[src/rtl/ijtc_update_scheduler.sv]
// Update scheduler for an indirect-jump target cache (IJTC): clears the table after reset,
// queues taken front-end updates, applies back-end repairs, and keeps the speculative GHR.
module ijtc_update_scheduler #(
    parameter int IDX_W  = 8,
    parameter int QDEPTH = 4
) (
    input  logic             clk,
    input  logic             rst,
    input  logic             dir_valid_i,
    output logic             dir_ready_o,
    input  logic [31:0]      dir_pc_i,
    input  logic             dir_take_i,
    input  logic [31:0]      dir_dest_i,
    input  logic             rep_valid_i,
    input  logic [IDX_W-1:0] rep_checkpoint_i,
    input  logic [31:0]      rep_pc_i,
    input  logic             rep_take_i,
    input  logic [31:0]      rep_dest_i,
    output logic [IDX_W-1:0] ghr_o,
    output logic             wr_en_o,
    output logic [IDX_W-1:0] wr_index_o,
    output logic [7:0]       wr_tag_o,
    output logic [31:0]      wr_data_o,
    output logic             wr_valid_o,
    output logic             init_busy_o
);

    localparam int PTR_W = $clog2(QDEPTH);

    typedef enum logic [1:0] {INIT, RUN, REPAIR} state_t;

    state_t           r_state;
    logic [IDX_W-1:0] r_sweep;
    logic [IDX_W-1:0] r_ghr;
    logic [PTR_W:0]   r_wr_ptr;
    logic [PTR_W:0]   r_rd_ptr;
    logic [IDX_W-1:0] r_rep_index;
    logic [7:0]       r_rep_tag;
    logic [31:0]      r_rep_dest;
    logic             r_rep_take;

    logic [IDX_W-1:0] r_q_index [QDEPTH];
    logic [7:0]       r_q_tag   [QDEPTH];
    logic [31:0]      r_q_data  [QDEPTH];

    logic             w_full;
    logic             w_empty;
    logic             w_run;
    logic             w_accept;
    logic             w_enq;
    logic             w_deq;
    logic             w_repair_req;
    logic [IDX_W-1:0] w_dir_index;
    logic [7:0]       w_dir_tag;
    logic [IDX_W-1:0] w_rep_index;
    logic [7:0]       w_rep_tag;
    logic [PTR_W-1:0] w_head;
    logic             w_unused_bits;

    assign w_full  = (r_wr_ptr[PTR_W] != r_rd_ptr[PTR_W]) &&
                     (r_wr_ptr[PTR_W-1:0] == r_rd_ptr[PTR_W-1:0]);
    assign w_empty = (r_wr_ptr == r_rd_ptr);
    assign w_run   = (r_state == RUN);
    assign w_head  = r_rd_ptr[PTR_W-1:0];

    // A repair in the same cycle blocks both acceptance and draining, so nothing
    // queued before the repair can reach the table.
    assign dir_ready_o  = w_run & ~w_full & ~rep_valid_i;
    assign w_accept     = dir_valid_i & dir_ready_o;
    assign w_enq        = w_accept & dir_take_i;
    assign w_deq        = w_run & ~w_empty & ~rep_valid_i;
    assign w_repair_req = rep_valid_i & (r_state != INIT);

    assign w_dir_index = dir_pc_i[IDX_W+1:2] ^ r_ghr;
    assign w_dir_tag   = dir_pc_i[IDX_W+9:IDX_W+2];
    assign w_rep_index = rep_pc_i[IDX_W+1:2] ^ rep_checkpoint_i;
    assign w_rep_tag   = rep_pc_i[IDX_W+9:IDX_W+2];

    assign w_unused_bits = ^{dir_pc_i[1:0], rep_pc_i[1:0], dir_pc_i[31:IDX_W+10], rep_pc_i[31:IDX_W+10]};

    assign ghr_o       = r_ghr;
    assign init_busy_o = (r_state == INIT);

    always_comb begin
        wr_en_o    = 1'b0;
        wr_index_o = '0;
        wr_tag_o   = '0;
        wr_data_o  = '0;
        wr_valid_o = 1'b0;
        case (r_state)
            INIT: begin
                wr_en_o    = 1'b1;
                wr_index_o = r_sweep;
            end
            REPAIR: begin
                wr_en_o    = 1'b1;
                wr_index_o = r_rep_index;
                wr_tag_o   = r_rep_tag;
                wr_data_o  = r_rep_dest;
                wr_valid_o = r_rep_take;
            end
            RUN: begin
                if (w_deq) begin
                    wr_en_o    = 1'b1;
                    wr_index_o = r_q_index[w_head];
                    wr_tag_o   = r_q_tag[w_head];
                    wr_data_o  = r_q_data[w_head];
                    wr_valid_o = 1'b1;
                end
            end
            default: ;
        endcase
    end

    always_ff @(posedge clk) begin
        if (rst) begin
            r_state     <= INIT;
            r_sweep     <= '0;
            r_ghr       <= '0;
            r_wr_ptr    <= '0;
            r_rd_ptr    <= '0;
            r_rep_index <= '0;
            r_rep_tag   <= '0;
            r_rep_dest  <= '0;
            r_rep_take  <= 1'b0;
        end else begin
            case (r_state)
                INIT: begin
                    r_sweep <= r_sweep + {{(IDX_W-1){1'b0}}, 1'b1};
                    if (r_sweep == {IDX_W{1'b1}}) begin
                        r_state <= RUN;
                    end
                end
                RUN, REPAIR: begin
                    if (w_repair_req) begin
                        // Newest repair wins; the previously latched one is still written this cycle.
                        r_wr_ptr    <= '0;
                        r_rd_ptr    <= '0;
                        r_ghr       <= {rep_checkpoint_i[IDX_W-2:0], rep_take_i};
                        r_rep_index <= w_rep_index;
                        r_rep_tag   <= w_rep_tag;
                        r_rep_dest  <= rep_dest_i;
                        r_rep_take  <= rep_take_i;
                        r_state     <= REPAIR;
                    end else if (r_state == REPAIR) begin
                        r_state <= RUN;
                    end else begin
                        if (w_accept) begin
                            r_ghr <= {r_ghr[IDX_W-2:0], dir_take_i};
                        end
                        if (w_enq) begin
                            r_wr_ptr <= r_wr_ptr + {{PTR_W{1'b0}}, 1'b1};
                        end
                        if (w_deq) begin
                            r_rd_ptr <= r_rd_ptr + {{PTR_W{1'b0}}, 1'b1};
                        end
                    end
                end
                default: r_state <= INIT;
            endcase
        end
    end

    // Queue storage carries no reset; validity comes from the pointers alone.
    always_ff @(posedge clk) begin
        if (w_enq) begin
            r_q_index[r_wr_ptr[PTR_W-1:0]] <= w_dir_index;
            r_q_tag[r_wr_ptr[PTR_W-1:0]]   <= w_dir_tag;
            r_q_data[r_wr_ptr[PTR_W-1:0]]  <= dir_dest_i;
        end
    end

endmodule
[config.mk]
export PLATFORM = sky130hd
export DESIGN_NAME = ijtc_update_scheduler
export DESIGN_NICKNAME = d
export VERILOG_FILES = /design/src/rtl/ijtc_update_scheduler.sv
export SDC_FILE = /design/constraint.sdc
export NUM_CORES = 1
export LEC_CHECK = 0
export CORE_MARGIN = 5
export CORE_UTILIZATION = 52
export DETAILED_ROUTE_END_ITERATION = 7
export GPL_TIMING_DRIVEN = 1
export PLACE_DENSITY = 0.8
export SYNTH_ARGS = -nofsm -noshare
export SYNTH_HDL_FRONTEND = slang
export SYNTH_SLANG_ARGS = --single-unit
[constraint.sdc]
create_clock -name clk -period 3.1 [get_ports clk]
set_clock_uncertainty 0.1 [all_clocks]
set_input_delay 0.465 -clock clk [delete_from_list [all_inputs] [get_ports clk]]
set_output_delay 0.465 -clock clk [all_outputs]
set_load 0.05 [all_outputs]
Word level (Yosys, flattened, before mapping). Memories as Yosys holds them, arrays and structs flattened. A register that Yosys moved wholly into a read port is not among the register bits. Cells that the tools add are included.

Register bits: 73. Memories kept: 3. RAM bits: 192. Logic and storage cells: 79. Output and inout port bits: 60. Input bits: 142.

Muxes and demuxes: 30. Equal/unequal tests: 9. Add/sub/neg operators: 3. Reduce and logical (&&, ||, !) cells: 13. Bitwise logic cells: 12.

Memory list: r_q_data (words 4, width 32, rd ports 1, clocked after Yosys merged registers in 1, write ports 1, RTL line 44) `logic [31:0] r_q_data [QDEPTH];`; r_q_index (words 4, width 8, rd ports 1, clocked after Yosys merged registers in 1, write ports 1, RTL line 42) `logic [IDX_W-1:0] r_q_index [QDEPTH];`; r_q_tag (words 4, width 8, rd ports 1, clocked after Yosys merged registers in 1, write ports 1, RTL line 43) `logic [7:0] r_q_tag [QDEPTH];`.

Operators by type and width (number): one-hot mux 32 bit (2 select lines) (1); 2-to-1 mux 8 bit (5); 2-to-1 mux 32 bit (1); one-hot mux 8 bit (3 select lines) (1); 2-to-1 mux 2 bit (9); 2-to-1 mux 3 bit (6); one-hot mux 8 bit (2 select lines) (1); XOR 8 bit (2); AND reduction 3 bit (3); adder 8 x 1 -> 8 bit, second input constant (1); equality test 8 bit, second input constant (1); nonzero test 2 bit (4); bitwise AND 1 bit (7); adder 3 x 1 -> 3 bit, second input constant (2); one-hot mux 1 bit (2 select lines) (2); one-hot mux 2 bit (2 select lines) (1); AND reduction 2 bit (2); OR reduction 2 bit (2); equality test 3 bit (1); 2-to-1 mux 1 bit (3); != test 3 bit, second input constant (1); NOT 1 bit (3); equality test 2 x 1 -> 1 bit, second input constant (1); equality test 2 bit (1); other kinds (6) (6).

Longest topological paths before layout.
Depth in word-level cells: 10. Gate-level depth with buffers: 10. Depth with buffers taken out: 6.

Worst setup path after synthesis. No wires, ideal clock.

Path kind: register -> output. From: register r_state[1]. To: output port wr_index_o[0]. Path slack: 0.241 ns. Path buffers: 2. Stages on the path, launching flop included: 7. Required time: 2.535 ns. Arrival: 2.294 ns. Cells stage by stage: dfxtp_1 > inv_1 > ha_1 > buf_2 > buf_1 > a222oi_1 > nor2_1.

Elaborated cells between the ends (all ways): 7. Classes of those cells: eq/ne (2); mux (2); bitwise (2); reduce/logical (1).

RTL lines: start, declared (RTL line 32) `state_t r_state;`; start signal, assigned (RTL line 117) `r_state <= INIT;`; start signal, assigned (RTL line 131) `r_state <= RUN;`; start signal, assigned (RTL line 144) `r_state <= REPAIR;`; zero test 2 bit; net init_busy_o (RTL line 25) `output logic init_busy_o`; one-hot mux 8 bit (3 select lines) (RTL line 90) `case (r_state)`; end, declared (RTL line 21) `output logic [IDX_W-1:0] wr_index_o,`.

The timed path passes the listed nets, and every way through them passes these cells.

Worst setup path after layout.
From: register r_state[0]. To: output port wr_data_o[8].

Cells in the longest elaborated chain, start to end: 5. Elaborated cells between the ends (all ways): 6. Classes of those cells: eq/ne (2); mux (2); bitwise (2).

Ends and longest elaborated chain: equality test 2 x 1 -> 1 bit (RTL line 63, 90); bitwise AND 1 bit (2 in a row) (RTL line 71) `assign w_deq = w_run & ~w_empty & ~rep_valid_i;`; 2-to-1 mux 32 bit (RTL line 103) `if (w_deq) begin`; one-hot mux 32 bit (2 select lines) * (RTL line 90); end, declared (RTL line 23) `output logic [31:0] wr_data_o,`.

Mark *: on every way between the ends. The rest lies on a longest branch, timed or not.

==> results.sh <==
export IMPL_holdCritStartpoint="rst"
export IMPL_avgSynthCellArea_um2=15.0
export IMPL_ys_flop_type="edfxtp_1"
export IMPL_power_leakage_nw=4.71
export IMPL_drtIter0Drc=433
export IMPL_cts_made_buffers=27
export IMPL_clkPwrFrac=0.443
export IMPL_synth_seq_area_share=0.678
export IMPL_irDropWorstVdd_v=0.000471
export IMPL_p_int_mw=6.21
export IMPL_swShare=0.201
export IMPL_synth_cell_area_mm2=0.0107
export IMPL_holdCritPathClass="in2reg"
export IMPL_place_area_mm2=0.0133
export IMPL_drtPass1Iterations=5
export IMPL_num_vias=6831
export IMPL_power_frac_comb=0.060
export IMPL_fp_dieW_um=154
export IMPL_critPathLaunch="r_state[0]"
export IMPL_synth_seq_cells=267
export IMPL_rows=52
export IMPL_slew_viol_final=0
export IMPL_wire_per_inst_um=21.3
export IMPL_gr_usage_met3=0.0514
export IMPL_timing_rr_start="r_state[0]"
export IMPL_gr_usage_met2=0.358
export IMPL_htree_levels=1
export IMPL_grt_busiest_layer="met2"
export IMPL_synthesis_nets=864
export IMPL_synth_warnings=0
export IMPL_async_flop_share=0
export IMPL_initial_core_util=0.529
export IMPL_setup_viol=0
export IMPL_cpPeakStageDelay_ps=440
export IMPL_clk_latency_ps=520
export IMPL_crit_slowest_cell="dfxtp_1"
export IMPL_cp_num_buf_inv=3
export IMPL_hold_viol=0
export IMPL_routed_wl_um=25300
export IMPL_total_power_mw=7.77
export IMPL_io_pins=202
export IMPL_end_kind="output pin"
export IMPL_clockBufferDepth=3
export IMPL_detail_route_antenna_nets=0
export IMPL_fp_coreArea_mm2=0.0202
export IMPL_crit_required_ps=2530
export IMPL_post_synth_top_count_cell="edfxtp_1"
export IMPL_clock_tree_root_cell="clkbuf_16"
export IMPL_path_cells="inv_1, ha_2, and2_2, buf_6, a22o_1, buf_12"
export IMPL_grt_max_degree=32
export IMPL_path_class="reg2out"
export IMPL_power_density_mw_per_mm2=543
export IMPL_cts_sinks=267
export IMPL_viasPerCell=5.75
export IMPL_grt_overflow=0
export IMPL_fin_crit_sh=0.935
export IMPL_status="finished, final reports clean"
export IMPL_start_kind="register"
export IMPL_grt_first_pass_wirelength_um=39100
export IMPL_seqPwrFrac=0.497
export IMPL_synth_top_cell_area_share=0.538
export IMPL_maxSlewHeadroom=0.652
export IMPL_fill_cells=1301
export IMPL_min_period_ps=2900
export IMPL_use_met1=0.261
export IMPL_multi_input_area_mm2=0.00321
export IMPL_drive_above_1_share=0.217
export IMPL_maxCapViolations=0
export IMPL_nets=1048
export IMPL_fin_area_mm2=0.0143
export IMPL_syn2layout_area_growth_pct=33.8
export IMPL_gp_congestion=0.819
export IMPL_fp_dieH_um=154
export IMPL_yosys_top_cells_count="edfxtp_1 (192), nand2_1 (103), dfxtp_1 (75)"
export IMPL_antenna_found_initial=3
export IMPL_io_buffers=169
export IMPL_dieArea_mm2=0.0236
export IMPL_synth_edf_count=192
export IMPL_grt_total_usage=0.208
export IMPL_fmax_mhz=345
export IMPL_regArea_mm2=0.00727
export IMPL_place_ws_ps=255
export IMPL_clk_pin_slew_ps=60
export IMPL_rsz0062_at_grt="no"
export IMPL_critPathMaxFanout=23
export IMPL_tightest_slew_ps=520
export IMPL_cts_tree="done"
export IMPL_tns_ps=0
export IMPL_crit_family="buffers and inverters"
export IMPL_dpl_hpwl_um=16700
export IMPL_cts_hold_buf=0
export IMPL_synthTopCellsByArea="edfxtp_1 (54%), dfxtp_1 (14%), mux4_2 (10%)"
export IMPL_synth_area_leader_cell="edfxtp_1"
export IMPL_power_switching_mw=1.56
export IMPL_worst_slack_ps=201
export IMPL_syn_inst=712
export IMPL_critPathArrivalTime_ps=2330
export IMPL_drc=0
export IMPL_yosysUniqueCellTypes=46
export IMPL_final_util=0.708
export IMPL_grt_pass1_vias=7131
-- logic make-up after synthesis --
family          synth area share
flops                      0.678
simple gates              0.0682
compound gates            0.0902
buf+inv                   0.0237
mux                        0.103
xor+xnor                  0.0250
fa+ha+maj                 0.0117
-- worst register-to-register path: cells and delay by family (launching register included) --
kind	cells	cell delay [ps]
AOI/OAI and AO/OA	2	740
DFF	1	440
and+or+nand+nor	2	430
buffers and inverters	1	100
adders and majority gates	1	420
-- placed cells by master, fill, tap and decap left out, drive strengths merged, types with 16 or more instances in the layout --
cell	count
a21oi	50
a22o	40
buf	86
clkbuf	33
clkdlybuf4s50	117
dfxtp	75
edfxtp	192
mux4	48
nand2	104
nor2	27
xor2	16
-- timing repair --
item / CTS / global route
endpoints found under the setup margin: 0 / 39
setup buffers: 0 / 6
gates resized for setup: 0 / 3
endpoints found under the hold margin: 0 / 0
-- sequential cells by signal, indices dropped and copies added, names as in the netlist, named ones only --
signal       cells
r_rd_ptr         3
r_state          2
r_rep_index      8
r_wr_ptr         3
r_sweep          8
r_q_data       128
r_q_index       32
r_rep_dest      32
r_rep_take       1
ghr_o            8
r_rep_tag        8
r_q_tag         32
-- worst paths after layout --
check / cells past startpoint / slack, ps / to
max: 6 / 200 / wr_data_o[8]
min: 2 / 310 / r_rep_dest[22]
max reg2reg: 6 / 770 / ghr_o[7]
min reg2reg: 2 / 360 / r_rep_tag[1]
-- per-stage QoR --
stage,std cells,hold slack [ps]
2_1_floorplan,712,336
3_3_place_gp,1131,343
3_5_place_dp,1131,347
4_1_cts,1181,298
5_1_grt,1188,312
6_report,1188,315
-- power by group through the flow --
| stage | Combinational [mW] | Clock, mW | Sequential [mW] |
|---|---|---|---|
| finish | 0.463 | 3.44 | 3.87 |
| global route | 0.491 | 3.67 | 3.87 |
| CTS | 0.462 | 3.50 | 3.87 |
| detailed placement | 0.457 | 0 | 3.94 |
| global placement | 0.448 | 0 | 3.94 |
| floorplan | 0.183 | 0 | 3.95 |
-- per-layer routing --
metal / up-vias / wire length, um
met5: - / 27
met4: 4 / 795
met3: 50 / 2160
met2: 284 / 12600
met1: 3393 / 9670
li1: 3100 / -
-- cell type report --
| cell class | count | share of cell area |
|---|---|---|
| Sequential cell | 267 | 0.508 |
| Multi-Input combinational cell | 391 | 0.224 |
| Timing Repair Buffer | 203 | 0.176 |
| Clock buffer | 33 | 0.0522 |
| Tap cell | 270 | 0.0236 |
| Clock inverter | 17 | 0.0155 |
| Inverter | 6 | 0.00157 |
| Antenna cell | 1 | 0.000175 |
No activity file was read; power rests on OpenSTA's default activity.
==> patch (same flow settings) <==
Make the reset (`rst`) asynchronous in one clocked block.
--- a/src/rtl/ijtc_update_scheduler.sv
+++ b/src/rtl/ijtc_update_scheduler.sv
@@ -113,5 +113,5 @@
     end
 
-    always_ff @(posedge clk) begin
+    always_ff @(posedge clk or posedge rst) begin
         if (rst) begin
             r_state     <= INIT;
Behaviour: differs if rst is asserted again (counterexample within 4 cycles, from zero or initial values and one cycle with rst high); with rst held inactive, the same outputs for 10 cycles.
==> patch against the original RTL <==
Cell count decreased by 5.2%; count of clock-buffer cells in the layout increased by 5; setup slack got worse by 91 ps; register-to-register slack got worse by 290 ps; via count decreased by 5.0%; wire length decreased by 0.73%; area after synthesis increased by 3.3%; final area increased by 3.1%; global-route usage decreased by 0.12 points; sequential cell count decreased by 2.
Power is not compared: it rests on default switching activity, and its combinational part moved more than twofold at a synthesized area within 25%.
==> patch: results (changes against the original RTL) <==
- The run finished with clean final reports.
- The layout buffering overhead excluding clock cells is 0.172 (-0.00335).
- The xor-xnor portion of the synthesized cell area was 0.0228 (-0.00215).
- The sequential cell area share is 0.515 (+0.00723).
- The half-perimeter wire length after placement was 16700 um (about the same).
- The total detailed-routing wirelength is 25100 um (-0.73%).
- The proportion of cell area spent on the clock network came to 0.0604 (-0.00726).
- The layout multi-input combinational cell count is 332 (-15%).
- The highest net fanout along the worst path came to 8 (-65%).
- The path class of the tightest hold or removal check is in2async.
- The share of flip-flops with an asynchronous set or reset after synthesis was 0.275 (+0.275).
- The routed length on met2 came to 13200 um (+4.8%).
- The met2 demand-to-capacity share in global routing came to 0.369 (+0.0109).
- The net total in the final layout is 981 (-6.4%).
- The length of routed met3 wiring is 1540 um (-29%).
- The number of clock sinks came to 265 (-0.75%).
- The gate family responsible for the most delay along the worst path is flip-flops.
- The met3 usage is 0.0380 (-0.0134).
- The largest stage delay on the critical path is 550 ps (+110 ps).
- The clock latency on the worst-skew pair is 540 ps (+20 ps).
- The sum of routed wire segments on met1 came to 9660 um (about the same).
- The initial DRC count is 401 (-7.4%).
- The setup slack of the most critical reg-to-reg path is 480 ps (-290 ps).
- The number of signal-net buffers in the layout is 196 (-3.4%).
- The post-synthesis compound-gate area fraction is 0.0539 (-0.0362).
- The count of distinct cell types in the synthesized netlist was 44 (-4.3%).
- In the post-synthesis netlist, the biggest area contributors are sky130_fd_sc_hd__edfxtp_1 52%, sky130_fd_sc_hd__dfrtp_1 17%, sky130_fd_sc_hd__mux4_2 9.8%.
- The synthesized-area fraction occupied by adder cells is 0.0113 (-0.000371).
- The sequential-to-total area share from yosys stat is 0.686 (+0.00785).
- The cell at the slowest stage of the critical path is sky130_fd_sc_hd__dfrtp_4.
- The share of final-layout standard cells stronger than drive strength 1 came to 0.280 (+0.0630).
- The met1 demand-to-capacity share in global routing was 0.260 (-0.00111).
patch: through the flow:
step,hold WS [ps],cell area (sq um),worst slack [ps],instances,power (W)
5_1_grt,313,14800,6.52,1126,0.00749
3_3_place_gp,369,13700,238,1071,0.00408
6_report,263,14800,110,1126,0.00724
4_1_cts,257,14700,9.81,1125,0.00732
2_1_floorplan,349,11100,146,644,0.00391
3_5_place_dp,379,13700,193,1071,0.00409
patch: worst min-delay path by stage:
stage                      to  slack (ps)  depth (start not counted)      startpoint
2_1_floorplan  r_rep_index[0]         350                          2  r_rep_index[0]
3_3_place_gp   r_rep_index[1]         370                          2  r_rep_index[1]
3_5_place_dp   r_rep_index[1]         380                          2  r_rep_index[1]
4_1_cts        r_rep_dest[22]         260                          2             rst
5_1_grt        r_rep_dest[22]         310                          2             rst
6_report       r_rep_dest[22]         260                          2             rst
patch: timing repair:
action,in CTS,in global routing
buffers inserted,4,0
setup endpoints to repair,45,42
pin swaps,0,2
gates resized for setup,3,15
